File: src/rtl/ibuf.sv
// ibuf: pad input buffer with a multi-flop synchronizer, a counter
// debouncer, one-cycle edge pulses and a rise-event counter.
module ibuf #(
    parameter int SYNC_STAGES    = 3,
    parameter int DEBOUNCE_COUNT = 15,
    parameter int CNT_WIDTH      = 16
) (
    input  logic       clock,
    input  logic       reset,
    input  logic       I,
    output logic       O,
    output logic       O_sync,
    output logic       O_clean,
    output logic       rise,
    output logic       fall,
    output logic [7:0] count
);
    localparam logic [CNT_WIDTH-1:0] DB_MAX = CNT_WIDTH'(DEBOUNCE_COUNT);
    localparam logic [CNT_WIDTH-1:0] DB_ONE = CNT_WIDTH'(1);

    logic [SYNC_STAGES-1:0] sync;
    logic [CNT_WIDTH-1:0]   db_cnt;
    logic                   O_clean_d;

    assign O      = I;
    assign O_sync = sync[SYNC_STAGES-1];

    always_ff @(posedge clock) begin
        if (reset) begin
            sync <= '0;
        end else begin
            sync <= {sync[SYNC_STAGES-2:0], I};
        end
    end

    // Counter only runs while the synchronized level disagrees with O_clean.
    always_ff @(posedge clock) begin
        if (reset) begin
            db_cnt    <= '0;
            O_clean   <= 1'b0;
            O_clean_d <= 1'b0;
            count     <= 8'd0;
        end else begin
            O_clean_d <= O_clean;
            if (O_sync == O_clean) begin
                db_cnt <= '0;
            end else if (db_cnt == DB_MAX) begin
                db_cnt  <= '0;
                O_clean <= O_sync;
                if (O_sync) begin
                    count <= count + 8'd1;
                end
            end else begin
                db_cnt <= db_cnt + DB_ONE;
            end
        end
    end

    assign rise = O_clean & ~O_clean_d;
    assign fall = ~O_clean & O_clean_d;

endmodule

File: config.mk
export PLATFORM = sky130hd
export DESIGN_NAME = ibuf
export DESIGN_NICKNAME = d
export VERILOG_FILES = /design/src/rtl/ibuf.sv
export SDC_FILE = /design/constraint.sdc
export NUM_CORES = 1
export LEC_CHECK = 0
export ABC_AREA = 1
export ABC_CLOCK_PERIOD_IN_PS = 2000
export BUFFER_PORTS_ARGS = -buffer_cell sky130_fd_sc_hd__buf_2
export CORE_ASPECT_RATIO = 0.6
export CORE_MARGIN = 2
export CORE_UTILIZATION = 57
export DETAILED_ROUTE_END_ITERATION = 10
export HOLD_SLACK_MARGIN = 0.1
export PLACE_DENSITY = 0.84
export SLEW_MARGIN = 20
export SYNTH_ARGS = -nofsm -noshare
export SYNTH_HDL_FRONTEND = slang
export SYNTH_SLANG_ARGS = --single-unit
File: constraint.sdc
create_clock -name clock -period 2 [get_ports clock]
set_input_delay 0.3 -clock clock [delete_from_list [all_inputs] [get_ports clock]]
set_output_delay 0.3 -clock clock [all_outputs]
set_load 0.01 [all_outputs]
==> results.yml, run 1 <==
detailed_routing:
  drc: 0
  drtAntennaViolNets: 0
  drt_iter0_drc: 53
  first_pass_iters: 4
  wire_per_inst_um: 10.96
  via_per_inst: 4.958
  vias: 1304
  drt_wl_total_mm: 2.882
timing:
  worst_slew_pin_slew_ps: 335.6
  fmax_mhz: 636.7
  clock_skew_ps: 1.378
  setup_ws_ps: 429.5
  setup_tns_ps: 0
  setup_violations: 0
  timing.final.crit_share_pct: 78.53
  post-route-min-period_ps: 1571
  max_slew_margin_pct: 77.55
  timing.final.hold_violations: 0
  slew_viol_final: 0
  rsz0062_at_grt: "no"
clock_tree:
  cts_resized: 0
  clk_latency_ps: 280
  htreeDepth: 2
  cts.sinks: 29
  ctsLongestPathBuffers: 2
  postCtsSetupBuffers: 0
  cts_buffers: 5
  clk_pin_slew_ps: 60
  cts-root-buf: "clkbuf_8"
  cts_tree: "built"
  ctsHoldBuffers: 0
yosys:
  synth_top_family_by_area: "simple AND/OR/NAND/NOR gates"
  yosys-top-cells-area: "dfxtp_1, nand2_1, nor2_1"
  synthXorXnorAreaFrac_pct: 2.966
  yosysSeqAreaShare_pct: 39.32
  syn_avg_cell_area_um2: 6.997
  synth_compound_area_share_pct: 2.542
  synthCells: 211
  synth_cell_types: 26
  synthFlopType: "dfxtp_1"
  synth.area.mux_share_pct: 0
  synthArstFlopShare_pct: 0
  ys_seq_elements: 29
  synth_warnings: 0
  synth-adder-area-share_pct: 2.542
  syn-num-nets: 217
  synth_top_area_share_pct: 39.32
  synth_edf_count: 0
  synth_simple_gate_area_share_pct: 44.49
  synth.largest_area_cell: "dfxtp_1"
  syn_area_um2: 1476
  netlist_top_cells_count: "nand2_1, nor2_1, dfxtp_1"
  yosysMostFrequentCell: "nand2_1"
setup_path:
  critPathSlowestCell: "dfxtp_1"
  crit_required_ps: 2170
  path_cells: "inv_1, ha_1, nand2_1, or2_2, o21ai_0, nor2_1"
  r2r_cells: 6
  critPathLaunchType: "flop"
  cp.arrival_ps: 1740
  critPathKind: "reg -> reg"
  endpoint_kind: "flop"
  cpPeakStageDelay_ps: 320
  critPathMaxFanout: 5
die:
  coreArea_um2: 2487
  die_area_um2: 3027
  die_y_um: 43.42
  rows: 14
  initial_core_util_pct: 59.36
  io_pins: 16
  die_width_um: 69.71
placement:
  dpl.hpwl_mm: 2.086
  portBuffers: 15
  gp_congestion: 0.9008
  pre_cts_ws_ps: 460.0
  placed_area_um2: 1569
grt:
  grt_max_degree: 17
  grt_pass1_vias: 1101
  track_usage_pct: 21.83
  gr-total-overflow: 0
  grt_pass1_wl_mm: 4.988
  antenna_found_initial: 0
final_layout:
  stdcell_area_um2: 1655
  antenna_cells: 0
  post-route-util_pct: 66.55
  area_delta_synth_final_pct: 12.12
  layout.nets: 237
  drive_above_1_share_pct: 14.72
  fillerInstances: 228
pwr:
  irDropWorstVdd_mv: 0.4519
  total_power_mw: 1.085
  p_per_area_nw_per_um2: 655.4
  p_leak_nw: 0.6730
job:
  max_cap_violations: 0
min_path:
  hp-class: "in -> reg"
  hold_depth: 3
outcome:
  status: "finished clean"
-- through the flow --
stage               std cells  hold WS (ps)
global placement          256         390.8
finish                    263         228.9
detailed placement        256         394.8
floorplan                 211         371.2
global route              263         233.8
CTS                       263         226.1
-- cells by family (layout without fill, tap and decap cells) --
family,count (synthesis),after routing
and+or+nand+nor,139,139
DFF,29,29
buffers and inverters,28,48
AOI/OAI and AO/OA,7,7
xor gates and xnor gates,5,5
adders and majority gates,3,3
-- cell type report --
| class | count | area, µm² | area share, % |
|---|---|---|---|
| well taps | 32 | 40.04 | 2.419 |
| flip-flops and latches | 29 | 580.6 | 35.07 |
| repair buffers | 15 | 75.07 | 4.535 |
| inverters | 26 | 97.59 | 5.896 |
| clock buffers | 7 | 86.33 | 5.215 |
| multi-input cells | 154 | 775.7 | 46.86 |
-- state kept, by name (all words and copies together), names as in the netlist --
| name | flops |
|---|---|
| db_cnt | 16 |
| count | 8 |
| sync | 3 |
| O_clean | 1 |
| O_clean_d | 1 |
-- cells in the final DEF, fill, tap and decap left out --
cell / count
a21oi_1: 5
and3_1: 1
buf_2: 15
clkbuf_1: 1
clkbuf_8: 6
dfxtp_1: 29
ha_1: 3
inv_1: 26
nand2_1: 49
nand2_2: 1
nand2_4: 2
nand3_1: 11
nand3_2: 1
nand3_4: 1
nand3b_1: 1
nand4_1: 9
nor2_1: 48
nor2_2: 2
nor2_4: 3
nor3_1: 4
nor3_2: 1
nor3b_1: 3
o21ai_0: 1
o21bai_1: 1
or2_2: 2
xnor2_1: 2
xor2_1: 3
-- path summary, 6_finish.rpt --
| check | startpoint | endpoint | slack (ps) |
|---|---|---|---|
| worst min register to register | sync[1] | sync[2] | 400 |
| worst min-delay path | I | sync[0] | 230 |
| worst max register to register | O_clean | count[3] | 430 |
| worst max-delay path | O_clean | count[3] | 430 |
-- worst max-delay path, delay by kind of cell, from the launching register on --
family	cells	cell delay (ps)
DFF	1	320
AOI/OAI and AO/OA	1	190
adders and majority gates	1	290
and+or+nand+nor	3	540
buffers and inverters	1	110
-- layer usage --
| layer | vias up | track usage, % | part of all wire (%) |
|---|---|---|---|
| met5 | - | 0 | 0 |
| met3 | 5 | 9.767 | 7.9 |
| li1 | 701 | - | - |
| met2 | 38 | 29.42 | 38 |
| met4 | 0 | 8.077 | 1.1 |
| met1 | 560 | 30.81 | 53 |
-- report_power, final --
part / switching (mW) / total (mW) / internal [mW]
clock network: 0.213 / 0.485 / 0.272
registers: 0.00125 / 0.582 / 0.581
logic: 0.0121 / 0.0180 / 0.00592
total: 0.226 / 1.08 / 0.859
(Power assumes the default switching activity.)
==> run 2, diff against run 1 <==
Settings changed: ABC_CLOCK_PERIOD_IN_PS 2000 to 1300, CORE_UTILIZATION 57 to 51, PLACE_DENSITY 0.84 to 0.8.
Clock period 2 ns to 1.3 ns, I/O delays scaled along.
==> run 2 against run 1 <==
  * The flow now finishes with violations (setup timing)
  * Sequential power increased by 54%
  * Combinational power increased by 100%
  * Flip-flop and latch count unchanged
  * Register-to-register slack got worse by 440 ps
  * Global-route usage increased by 0.50 points
  * Clock-buffer cell count increased by 1
  * First-iteration DRC count increased by 110%
  * Utilization increased by 2.6 points
  * Critical path depth unchanged
  * Cell area increased by 18%
  * Total power increased by 54%
  * Die area increased by 11%
  * Critical endpoint unchanged
  * Largest cell class unchanged
==> results.yml, run 2 (same netlist as run 1, synthesis figures left out) <==
min_path:
  hp-class: "in -> reg"
final_layout:
  final_cell_mix: "nand2_1, nor2_1, inv_1"
  layout.nets: 258
  regMostFlops: "db_cnt"
  ff_latch_area_um2: 586.8
  final_common_cell: "nand2_1"
  area_delta_synth_final_pct: 31.78
  fillerInstances: 227
  drive_above_1_share_pct: 29.64
  antenna_cells: 0
  finalNonFillerCells: 287
  post-route-util_pct: 69.11
  multiInputGateArea_um2: 898.4
  reg_top3: "db_cnt x16, count x8, sync x3"
  largest_register_ffs: 16
  stdcell_area_um2: 1946
placement:
  dp_cells: 276
  dpl.hpwl_mm: 2.369
  gp_congestion: 0.8053
  portBuffers: 15
  pre_cts_ws_ps: -54.60
  placed_area_um2: 1724
die:
  initial_core_util_pct: 52.44
  io_pins: 16
  die_width_um: 73.46
  die_area_um2: 3355
  rows: 15
  die_y_um: 45.68
  coreArea_um2: 2815
pwr:
  total_power_mw: 1.669
  p_leak_nw: 0.8203
  p_per_area_nw_per_um2: 857.6
  irDropWorstVdd_mv: 0.6736
clock_tree:
  clk_latency_ps: 290
  ctsLongestPathBuffers: 2
  cts_buffers: 5
  htreeDepth: 2
  clk_pin_slew_ps: 60
  cts_tree: "built"
  cts.sinks: 29
  cts-root-buf: "clkbuf_8"
timing:
  setup_violations: 1
  worst_slew_pin_slew_ps: 291.8
  slew_viol_final: 0
  timing.final.crit_share_pct: 100.5
  max_slew_margin_pct: 80.44
  rsz0062_at_grt: "yes"
  fmax_mhz: 765.5
  holdWs_ps: 118.1
  clock_skew_ps: 4.808
  setup_ws_ps: -6.324
  post-route-min-period_ps: 1306
  timing.final.hold_violations: 0
  setup_tns_ps: -6.324
grt:
  grt_max_degree: 17
  antenna_found_initial: 0
  track_usage_pct: 22.33
  grt_pass1_vias: 1079
  gr-total-overflow: 0
  grt_pass1_wl_mm: 5.299
setup_path:
  crit_required_ps: 1490
  critPathLaunchType: "flop"
  crit_family: "simple AND/OR/NAND/NOR gates"
  critPathSlowestCell: "dfxtp_1"
  endpoint_kind: "flop"
  cp_common_cell: "nor2_1"
  critPathMaxFanout: 5
  cpPeakStageDelay_ps: 320
  cp.arrival_ps: 1490
  path_cells: "nor2_1, nand2_1, nor2_4, nand2_4, o21ai_0, nor2_1"
  critPathKind: "reg -> reg"
  path_buf_inv: 0
detailed_routing:
  first_pass_iters: 4
  drt_iter0_drc: 109
  via_per_inst: 4.937
  drc: 0
  drtAntennaViolNets: 0
  drt_wl_total_mm: 3.535
  vias: 1417
  wire_per_inst_um: 12.32
outcome:
  violations: "setup timing"
  status: "complete, but fails checks"
job:
  max_cap_violations: 0
## run 2: final timing paths
check,end,cells after the start,start,slack [ps]
worst max-delay path,count[3],6,db_cnt[12],-6
worst min-delay path,sync[0],3,I,120
worst max register to register,count[3],6,db_cnt[12],-6
worst min register to register,sync[2],2,sync[1],400
## run 2: layout make-up
| type | count | share of cell area [%] |
|---|---|---|
| clock buffers | 8 | 4.116 |
| inverters | 26 | 5.016 |
| multi-input cells | 154 | 46.17 |
| flip-flops and latches | 29 | 30.16 |
| well taps | 34 | 2.186 |
| repair buffers | 36 | 12.35 |
## run 2: routing by layer
metal | global-route usage (%) | vias up | part of all wire [%]
met5 | 0 | - | 0
met4 | 10.91 | 0 | 2.7
met3 | 6.637 | 12 | 6.9
met2 | 25.71 | 37 | 38
met1 | 35.55 | 622 | 52
li1 | - | 746 | -
## run 2: power by group
part           total, mW  internal (mW)  switching [mW]  leakage (nW)
Combinational     0.0361         0.0128          0.0233         0.544
Clock              0.737          0.379           0.358        0.0395
Sequential         0.895          0.893         0.00209         0.237
Total               1.67           1.29           0.383         0.820
## run 2: worst reg2reg max path: stages (launching register included)
cell and delay, ps:
dfxtp_1 320, nor2_1 130, nand2_1 170, nor2_4 220
nand2_4 120, o21ai_0 180, nor2_1 60
## run 2: timing repair
item,4_1_cts,5_1_grt
pin swaps,7,11
hold buffers,0,0
setup endpoints to repair,18,25
gates resized for setup,13,14
buffers inserted,1,2
==> run 3, diff against run 2 <==
Settings changed: CORE_ASPECT_RATIO 0.6 to default.
==> run 3 against run 2 <==
  * The flow now finishes without violations
  * Total power shrank 6.0%
  * Combinational power grew 25%
  * Register-to-register slack gained 40 ps
  * Final cell count shrank 0.70%
  * Largest cell class unchanged
==> results.yml, run 3 (same netlist as run 1, synthesis figures left out) <==
outcome:
  status: "finished clean"
die:
  io_pins: 16
  die_y_um: 57.81
  coreArea_um2: 2758
  die_width_um: 57.81
  die_area_um2: 3341
  initial_core_util_pct: 53.54
  rows: 19
pwr:
  p_per_area_nw_per_um2: 805.9
  total_power_mw: 1.569
  irDropWorstVdd_mv: 0.8160
  p_leak_nw: 0.8293
detailed_routing:
  vias: 1403
  wire_per_inst_um: 10.75
  drt_wl_total_mm: 3.063
  first_pass_iters: 6
  drt_iter0_drc: 74
  via_per_inst: 4.923
  drtAntennaViolNets: 0
  drc: 0
clock_tree:
  cts-root-buf: "clkbuf_4"
  htreeDepth: 2
  cts.sinks: 29
  clk_pin_slew_ps: 90
  cts_buffers: 5
  cts_tree: "built"
  ctsLongestPathBuffers: 2
  clk_latency_ps: 330
final_layout:
  fillerInstances: 213
  antenna_cells: 0
  reg_top3: "db_cnt x16, count x8, sync x3"
  final_common_cell: "nand2_1"
  layout.nets: 259
  regMostFlops: "db_cnt"
  largest_register_ffs: 16
  final_cell_mix: "nand2_1, nor2_1, inv_1"
  finalNonFillerCells: 285
  area_delta_synth_final_pct: 31.86
  ff_latch_area_um2: 593.1
  drive_above_1_share_pct: 31.50
  multiInputGateArea_um2: 885.9
grt:
  antenna_found_initial: 0
  track_usage_pct: 20.52
  grt_pass1_vias: 1301
  grt_pass1_wl_mm: 5.181
  grt_max_degree: 17
  gr-total-overflow: 0
min_path:
  hp-class: "reg -> reg"
  min_from: "sync[1]"
timing:
  slew_viol_final: 0
  timing.final.crit_share_pct: 98.19
  timing.final.hold_violations: 0
  post-route-min-period_ps: 1276
  clock_skew_ps: 4.221
  rsz0062_at_grt: "yes"
  setup_violations: 0
  max_slew_margin_pct: 80.22
  fmax_mhz: 783.4
  worst_slew_pin_slew_ps: 295.1
  setup_ws_ps: 23.58
setup_path:
  cp.arrival_ps: 1080
  critPathLaunchType: "flop"
  crit_required_ps: 1110
  critPathKind: "reg -> out"
  endpoint_kind: "output pin"
  r2r_cells: 8
  rr_startpoint: "db_cnt[1]"
  crit_end: "rise"
  rrSetupSlack_ps: 30
  timing.critical_path.from: "O_clean"
  reg2reg_to: "count[4]"
  critPathMaxFanout: 3
placement:
  portBuffers: 15
  dpl.hpwl_mm: 2.130
  pre_cts_ws_ps: -35.28
  gp_congestion: 0.8337
  dp_cells: 271
job:
  max_cap_violations: 0
run 3: cell count changes in the layout (fill, tap and decap cells not counted), sizes merged:
| cell | previous run | this run |
|---|---|---|
| dlygate4sd3 | 0 | 3 |
| buf | 36 | 34 |
| clkbuf | 8 | 7 |
| clkinv | 0 | 1 |
run 3: timing repair:
| item | in CTS | in global routing |
|---|---|---|
| setup buffers | 0 | 3 |
| hold buffers | 3 | 0 |
| pin swaps | 2 | 15 |
| endpoints found under the setup margin | 7 | 26 |
| endpoints found under the hold margin | 5 | 0 |
| gates resized for setup | 5 | 30 |
run 3: cell type report:
cell class / instances / share of cell area, %
Multi-Input combinational cell: 154 / 45.50
Sequential cell: 29 / 30.46
Timing Repair Buffer: 37 / 13.43
Inverter: 26 / 5.013
Clock buffer: 7 / 3.342
Tap cell: 31 / 1.992
Clock inverter: 1 / 0.2571
run 3: how the worst min path moves through the flow:
stage               depth (start not counted)       to
finish                                      2  sync[2]
global route                                2  sync[2]
CTS                                         2  sync[2]
detailed placement                          2  sync[2]
global placement                            2  sync[2]
floorplan                                   1  sync[2]
run 3: power breakdown:
group	switching, mW	internal (mW)
Clock	0.317	0.313
Sequential	0.00218	0.892
Combinational	0.0235	0.0215
run 3: layer usage:
metal,GRT usage (%),vias up,part of all wire [%]
li1,-,743,-
met1,22.64,628,45
met2,35.06,25,50
met3,6.696,7,3.7
met4,10.63,0,2.0
met5,0,-,0
run 3: per-stage QoR:
step / hold slack [ps] / setup TNS [ps] / area [µm²] / utilization (%)
2_1_floorplan: 258.8 / 0 / 1494 / -
3_3_place_gp: 383.7 / 0 / 1705 / 61.84
3_5_place_dp: 390.4 / -66.58 / 1705 / 61.84
4_1_cts: 402.9 / 0 / 1826 / 66.20
5_1_grt: 423.9 / -373.9 / 1947 / 70.60
6_report: 400.7 / 0 / 1947 / 70.60
run 3: worst max-delay path: stages (launching register included):
cell and delay (ps):
dfxtp_2 350, inv_2 50, buf_4 140, nor2_2 70, buf_2 130
